### src/rtl/xs_pkg.sv
// Shared constants and types for the main-CPU I/O page responder.
package xs_pkg;

  localparam logic [15:0] IO_BASE = 16'h3A00;

  localparam logic [3:0] IO_P1       = 4'h0;
  localparam logic [3:0] IO_P2       = 4'h1;
  localparam logic [3:0] IO_SYS      = 4'h2;
  localparam logic [3:0] IO_DSW1     = 4'h3;
  localparam logic [3:0] IO_DSW2     = 4'h4;
  localparam logic [3:0] IO_SNDLATCH = 4'h8;
  localparam logic [3:0] IO_NMIACK   = 4'h9;
  localparam logic [3:0] IO_FIRQACK  = 4'hA;
  localparam logic [3:0] IO_IRQACK   = 4'hB;
  localparam logic [3:0] IO_BANKFLIP = 4'hC;

  typedef struct packed {
    logic nmi;
    logic firq;
    logic irq;
  } irq_flags_t;

endpackage

### src/rtl/xs_irq_flag.sv
// Set/clear request flip-flop; a set in the same clock as a clear wins.
module xs_irq_flag (
  input  logic clk_i,
  input  logic rst_ni,
  input  logic set_i,
  input  logic clr_i,
  output logic flag_o
);

  logic flag_q, flag_d;

  always_comb begin
    flag_d = flag_q;
    if (set_i) begin
      flag_d = 1'b1;
    end else if (clr_i) begin
      flag_d = 1'b0;
    end
  end

  always_ff @(posedge clk_i or negedge rst_ni) begin
    if (!rst_ni) begin
      flag_q <= 1'b0;
    end else begin
      flag_q <= flag_d;
    end
  end

  assign flag_o = flag_q;

endmodule

### src/rtl/xs_maincpu_io_responder.sv
// Main MC6809E I/O page: input/DIP reads, sound latch, bank/flip and
// interrupt request flags with acknowledge strobes.
module xs_maincpu_io_responder
  import xs_pkg::*;
(
  input  logic        clk_49m,
  input  logic        RSTn,
  input  logic        cpu_E_en,
  input  logic        cpu_Q_en,
  input  logic [15:0] cpu_A,
  input  logic        cpu_rw,
  input  logic [7:0]  cpu_Dout,
  input  logic [7:0]  ext_Din,
  output logic [7:0]  cpu_Din,
  output logic        io_sel,
  input  logic [7:0]  P1,
  input  logic [7:0]  P2,
  input  logic [7:0]  SYS,
  input  logic [7:0]  DSW1,
  input  logic [7:0]  DSW2,
  input  logic        vblank,
  input  logic        firq_req,
  input  logic        irq_req,
  output logic        cpu_nNMI,
  output logic        cpu_nFIRQ,
  output logic        cpu_nIRQ,
  output logic [7:0]  snd_latch,
  output logic        snd_wr,
  output logic [2:0]  bank,
  output logic        flip
);

  logic [3:0] offset;
  logic [7:0] rd_data;
  logic       wr_en;
  logic [7:0] din_q;
  logic [7:0] snd_latch_q;
  logic       snd_wr_q;
  logic [2:0] bank_q;
  logic       flip_q;
  logic       vblank_q;
  irq_flags_t set, ack, flags;

  // SYS[0] is replaced by vblank on reads.
  logic unused_sys;
  assign unused_sys = SYS[0];

  assign io_sel = (cpu_A[15:4] == IO_BASE[15:4]);
  assign offset = cpu_A[3:0];
  assign wr_en  = cpu_E_en & ~cpu_rw & io_sel;

  always_comb begin
    rd_data = ext_Din;
    if (io_sel) begin
      unique case (offset)
        IO_P1:   rd_data = P1;
        IO_P2:   rd_data = P2;
        IO_SYS:  rd_data = {SYS[7:1], vblank};
        IO_DSW1: rd_data = DSW1;
        IO_DSW2: rd_data = DSW2;
        default: rd_data = 8'hFF;
      endcase
    end
  end

  always_comb begin
    set.nmi  = vblank & ~vblank_q;
    set.firq = firq_req;
    set.irq  = irq_req;
    ack.nmi  = wr_en & (offset == IO_NMIACK);
    ack.firq = wr_en & (offset == IO_FIRQACK);
    ack.irq  = wr_en & (offset == IO_IRQACK);
  end

  always_ff @(posedge clk_49m or negedge RSTn) begin
    if (!RSTn) begin
      din_q       <= 8'hFF;
      snd_latch_q <= 8'h00;
      snd_wr_q    <= 1'b0;
      bank_q      <= 3'd0;
      flip_q      <= 1'b0;
      vblank_q    <= 1'b0;
    end else begin
      vblank_q <= vblank;
      snd_wr_q <= wr_en & (offset == IO_SNDLATCH);
      if (cpu_Q_en) begin
        din_q <= rd_data;
      end
      if (wr_en && offset == IO_SNDLATCH) begin
        snd_latch_q <= cpu_Dout;
      end
      if (wr_en && offset == IO_BANKFLIP) begin
        bank_q <= cpu_Dout[2:0];
        flip_q <= cpu_Dout[7];
      end
    end
  end

  xs_irq_flag u_nmi_flag (
    .clk_i  (clk_49m),
    .rst_ni (RSTn),
    .set_i  (set.nmi),
    .clr_i  (ack.nmi),
    .flag_o (flags.nmi)
  );

  xs_irq_flag u_firq_flag (
    .clk_i  (clk_49m),
    .rst_ni (RSTn),
    .set_i  (set.firq),
    .clr_i  (ack.firq),
    .flag_o (flags.firq)
  );

  xs_irq_flag u_irq_flag (
    .clk_i  (clk_49m),
    .rst_ni (RSTn),
    .set_i  (set.irq),
    .clr_i  (ack.irq),
    .flag_o (flags.irq)
  );

  assign cpu_Din   = din_q;
  assign snd_latch = snd_latch_q;
  assign snd_wr    = snd_wr_q;
  assign bank      = bank_q;
  assign flip      = flip_q;
  assign cpu_nNMI  = ~flags.nmi;
  assign cpu_nFIRQ = ~flags.firq;
  assign cpu_nIRQ  = ~flags.irq;

endmodule
### config.mk
export PLATFORM = sky130hd
export DESIGN_NAME = xs_maincpu_io_responder
export DESIGN_NICKNAME = d
export VERILOG_FILES = /design/src/rtl/xs_pkg.sv /design/src/rtl/xs_irq_flag.sv /design/src/rtl/xs_maincpu_io_responder.sv
export SDC_FILE = /design/constraint.sdc
export NUM_CORES = 1
export LEC_CHECK = 0
export ABC_AREA = 1
export BUFFER_PORTS_ARGS = -buffer_cell sky130_fd_sc_hd__buf_4
export CAP_MARGIN = 40
export CORE_MARGIN = 5
export CORE_UTILIZATION = 39
export DETAILED_ROUTE_END_ITERATION = 12
export GPL_ROUTABILITY_DRIVEN = 0
export PLACE_DENSITY = 0.78
export SLEW_MARGIN = 20
export SYNTH_ARGS = -nofsm -noshare
export SYNTH_HDL_FRONTEND = slang
export SYNTH_SLANG_ARGS = --single-unit
### constraint.sdc
create_clock -name clk_49m -period 1.1 [get_ports clk_49m]
set_clock_uncertainty 0.2 [all_clocks]
set_input_delay 0.22 -clock clk_49m [delete_from_list [all_inputs] [get_ports clk_49m]]
set_output_delay 0.22 -clock clk_49m [all_outputs]
set_load 0.02 [all_outputs]
* Word level (Yosys, flattened, before mapping)
Cells that the tools add are included.
** Word-level totals
- Bits in registers :: 25
- Input bits :: 80
** Cells by class
- Reductions and logical operators :: 6
- Equality and inequality tests :: 10
- Bitwise logic cells :: 12
- Multiplexer cells :: 8
** Operator list (count)
- $pmux W8 S5 :: 1
- $eq A4 B4 Y1 const B :: 5
- $eq A12 B10 Y1 const B :: 1
- $eq A4 B2 Y1 const B :: 2
- $mux W8 :: 1
- $and A1 B1 Y1 :: 7
- $mux W1 :: 6
- $reduce_bool A2 Y1 :: 3
- $not A1 Y1 :: 5
- $eq A4 B1 Y1 const B :: 1
- $eq A4 B3 Y1 const B :: 1
- $logic_not A4 Y1 :: 1
- $logic_and A1 B1 Y1 :: 2

* Depth between registers and ports, before layout
- Word-level depth :: 6
- Mapped depth :: 8

* By module
From an unflattened synthesis, not the netlist that was laid out.
** Second synthesis, totals
- Cells, all modules :: 262
- Area total of the unflattened synthesis :: 1686.6 µm²
** By module, submodules not included
- xs_maincpu_io_responder :: area an instance 1566.5 µm², seq. area each 560.5 µm², cells each 247, times used 1
- xs_irq_flag :: area an instance 40.0 µm², seq. area each 25.0 µm², cells each 5, times used 3

* Worst setup path before layout
No wires, ideal clock.
- Kind :: input-to-reg
- Start point :: input port cpu_E_en
- End point :: register snd_latch_q[7], in the netlist snd_latch[7]
- Buffers on the path :: 1
- Library setup time :: 0.117 ns
- Arrival time :: 1.040 ns
- Data required time :: 0.783 ns
- Stages :: 6
- Slack :: -0.258 ns
- Cells stage by stage :: inv_1 > nor2_1 > nand4_4 > buf_8 > nand2_2 > o21ai_2
** Between the ends
- Longest elaborated chain between the ends :: 3
** RTL lines
- start, declared :: RTL line xs_maincpu_io_responder.sv:8 : input logic cpu_E_en,
- $and A1 B1 Y1 (2 in a row) :: RTL line xs_maincpu_io_responder.sv:50 : assign wr_en = cpu_E_en & ~cpu_rw & io_sel;
- $logic_and A1 B1 Y1 :: RTL line xs_maincpu_io_responder.sv:89 : if (wr_en && offset == IO_SNDLATCH) begin
- end signal, assigned :: RTL line xs_maincpu_io_responder.sv:90 : snd_latch_q <= cpu_Dout;
- end, declared :: RTL line xs_maincpu_io_responder.sv:37 : logic [7:0] snd_latch_q;
Every way passes these cells.
A chain may end at the register's enable or synchronous reset.

* Worst setup path in the final report
- Start point :: register din_q[3], in the netlist cpu_Din[3]
- End point :: output port cpu_Din[3]
** RTL lines
- start, declared :: RTL line xs_maincpu_io_responder.sv:36 : logic [7:0] din_q;
- start signal, assigned :: RTL line xs_maincpu_io_responder.sv:87 : din_q <= rd_data;
- end, declared :: RTL line xs_maincpu_io_responder.sv:14 : output logic [7:0] cpu_Din,
No word-level cell between the ends.

==> results_dict.tcl <==
set metrics [dict create \
    violations "setup timing" \
    final_area_um2 3450 \
    cts_max_level 1 \
    drt_wl_total_um 6560 \
    place_ws_ps -426 \
    drt_iter0_markers 78 \
    areaGrowthSynthToFinish_pct 101 \
    grt_pass1_wl_um 9480 \
    fin_ws_ps -271 \
    critPathMaxFanout 2 \
    grt_overflow 0 \
    num_vias 2232 \
    dieWidth_um 76.3 \
    cap_violations 0 \
    grt_max_degree 32 \
    clk_latency_ps 270 \
    rows 24 \
    drc_errors 0 \
    finalHoldViolations 0 \
    crit_chain "buf_6" \
    synth_cell_types 22 \
    core_um2 4320 \
    synth_nets 327 \
    p_leak_nw 1.75 \
    clk_path_buf_depth 2 \
    vdd_drop_max_uv 606 \
    cp_num_buf_inv 1 \
    dpl_cell_area_um2 2770 \
    r2r_setup_slack_ps -40 \
    slowest_delay_ps 560 \
    ant_nets 0 \
    total_power_mw 2.31 \
    path_delay_family "flip-flops" \
    syn_avg_cell_area_um2 6.94 \
    yosysTopAreaCell "dfrtp_1" \
    detail_route.vias_per_cell 4.99 \
    cp-end-kind "output pin" \
    relSlewSlack 0.777 \
    crit_type "reg -> out" \
    yosys-top-cells-area "dfrtp_1, nand3_1, nand2_1" \
    startpoint_type "flop" \
    ios 105 \
    cts-root-buf "clkbuf_8" \
    yosys_warnings 0 \
    die-area_um2 5820 \
    clock_sinks 25 \
    critPathSlowestCell "dfstp_2" \
    die_h_um 76.3 \
    dp_hpwl_um 4390 \
    wl_per_cell_um 14.7 \
    portBuffers 103 \
    tightestPinTransition_ps 334 \
    numCtsBuffers 3 \
    start_util 0.397 \
    period_needed_ps 1370 \
    clkTransAtPathRegs_ps 80 \
    firstDrtPassIters 4 \
    power_density_nw_per_um2 671 \
    critPathArrivalTime_ps 950 \
    drive_gt1_frac 0.582 \
    synth_area_um2 1720 \
    synth_top_area_share 0.248 \
    yosysSeqAreaShare 0.371 \
    finalNetCount 476 \
    syn_inst 247 \
    rsz0062_at_grt "yes" \
    grt_pass1_vias 2119 \
    setup_viol 47 \
    status "complete, but fails checks" \
    synth-seq-cells 25 \
    maxSlewViolCount 0 \
    diodes 0 \
    crit_required_ps 680 \
    hp-class "in -> reg" \
    fin_util 0.797 \
    antenna_found_initial 0 \
    finalCritPeriodShare 1.25 \
    grt_usage 0.195 \
    max_freq_mhz 729 \
    cts_tree "yes" \
]
## placed cells by master, fill, tap and decap left out, types with 8 or more instances in the layout
master         Yosys  routed
buf_6              1      34
nand2_1           66      50
nand2_4            0      11
nor2_4             6      10
nand2_2            3       8
inv_1             28      22
nand3_2            0      10
dfrtp_1           17      17
nand3_1           54      43
inv_2             10      10
dfstp_2            8       8
nor2_1            17      11
dlygate4sd3_1      0       8
buf_4              0      99
## cells by family (layout without fill, tap and decap cells)
| family | Yosys count | in the layout | share of synthesized area |
|---|---|---|---|
| and+or+nand+nor | 156 | 156 | 0.438 |
| DFF | 25 | 25 | 0.371 |
| buffers and inverters | 44 | 192 | 0.109 |
| AOI/OAI and AO/OA | 22 | 22 | 0.0817 |
## power by group
part	leakage (nW)	total (mW)	switching, mW	internal [mW]
clock network	0.0255	0.544	0.290	0.254
registers	0.308	0.998	0.0258	0.972
logic	1.42	0.771	0.357	0.413
## routing by layer
metal | up-vias | global-route usage | part of all wire
li1 | 1090 | - | -
met1 | 1033 | 0.221 | 0.36
met3 | 16 | 0.0674 | 0.076
met5 | - | 0 | 0
met2 | 93 | 0.346 | 0.54
met4 | 0 | 0.0490 | 0.024
## path summary, 6_finish.rpt
path,start,to,cells past startpoint
max,cpu_Din[3],cpu_Din[3],1
min,cpu_Dout[7],snd_latch[7],3
max reg2reg,u_irq_flag.flag_o,u_irq_flag.flag_o,4
min reg2reg,vblank_q,u_nmi_flag.flag_o,1
max in group asynchronous,RSTn,cpu_Din[3],2
min in group asynchronous,RSTn,snd_latch[6],2
## synth_stat cells
master	count
inv_1	28
nor2_1	17
buf_6	1
o21ai_1	6
nor3_1	3
dfrtp_1	17
nand3_1	54
nand4_1	3
nor2_2	1
nand4_2	1
a21oi_1	8
inv_2	10
o21ai_2	8
nor2_4	6
nand2_2	3
clkbuf_1	1
buf_8	1
nand4_4	1
buf_2	3
dfstp_2	8
nand2_1	66
nor3_2	1
## per-stage QoR
step | hold WS (ps) | std cells | setup TNS, ps
floorplan | -276 | 247 | -2760
detailed placement | -54.3 | 413 | -8900
global route | 24.2 | 447 | -8180
finish | 25.3 | 447 | -6800
global placement | -62.2 | 413 | -8210
CTS | 0.0333 | 433 | -4900
## repair_timing
action / in CTS / in global routing
hold endpoints to repair: 30 / 2
setup buffers: 10 / 11
hold buffers: 6 / 2
pin swaps: 8 / 16
setup endpoints to repair: 45 / 47
gates cloned: 0 / 1
resized for setup: 48 / 48
## final cells by class
| cell class | instances | area [um^2] |
|---|---|---|
| Fill cell | 312 | 877 |
| Timing Repair Buffer | 150 | 1380 |
| Multi-Input combinational cell | 178 | 1140 |
| Clock buffer | 3 | 41.3 |
| Inverter | 38 | 180 |
| Clock inverter | 1 | 5.00 |
| Sequential cell | 25 | 636 |
| Tap cell | 52 | 65.1 |
No activity file was read; power rests on OpenSTA's default activity.
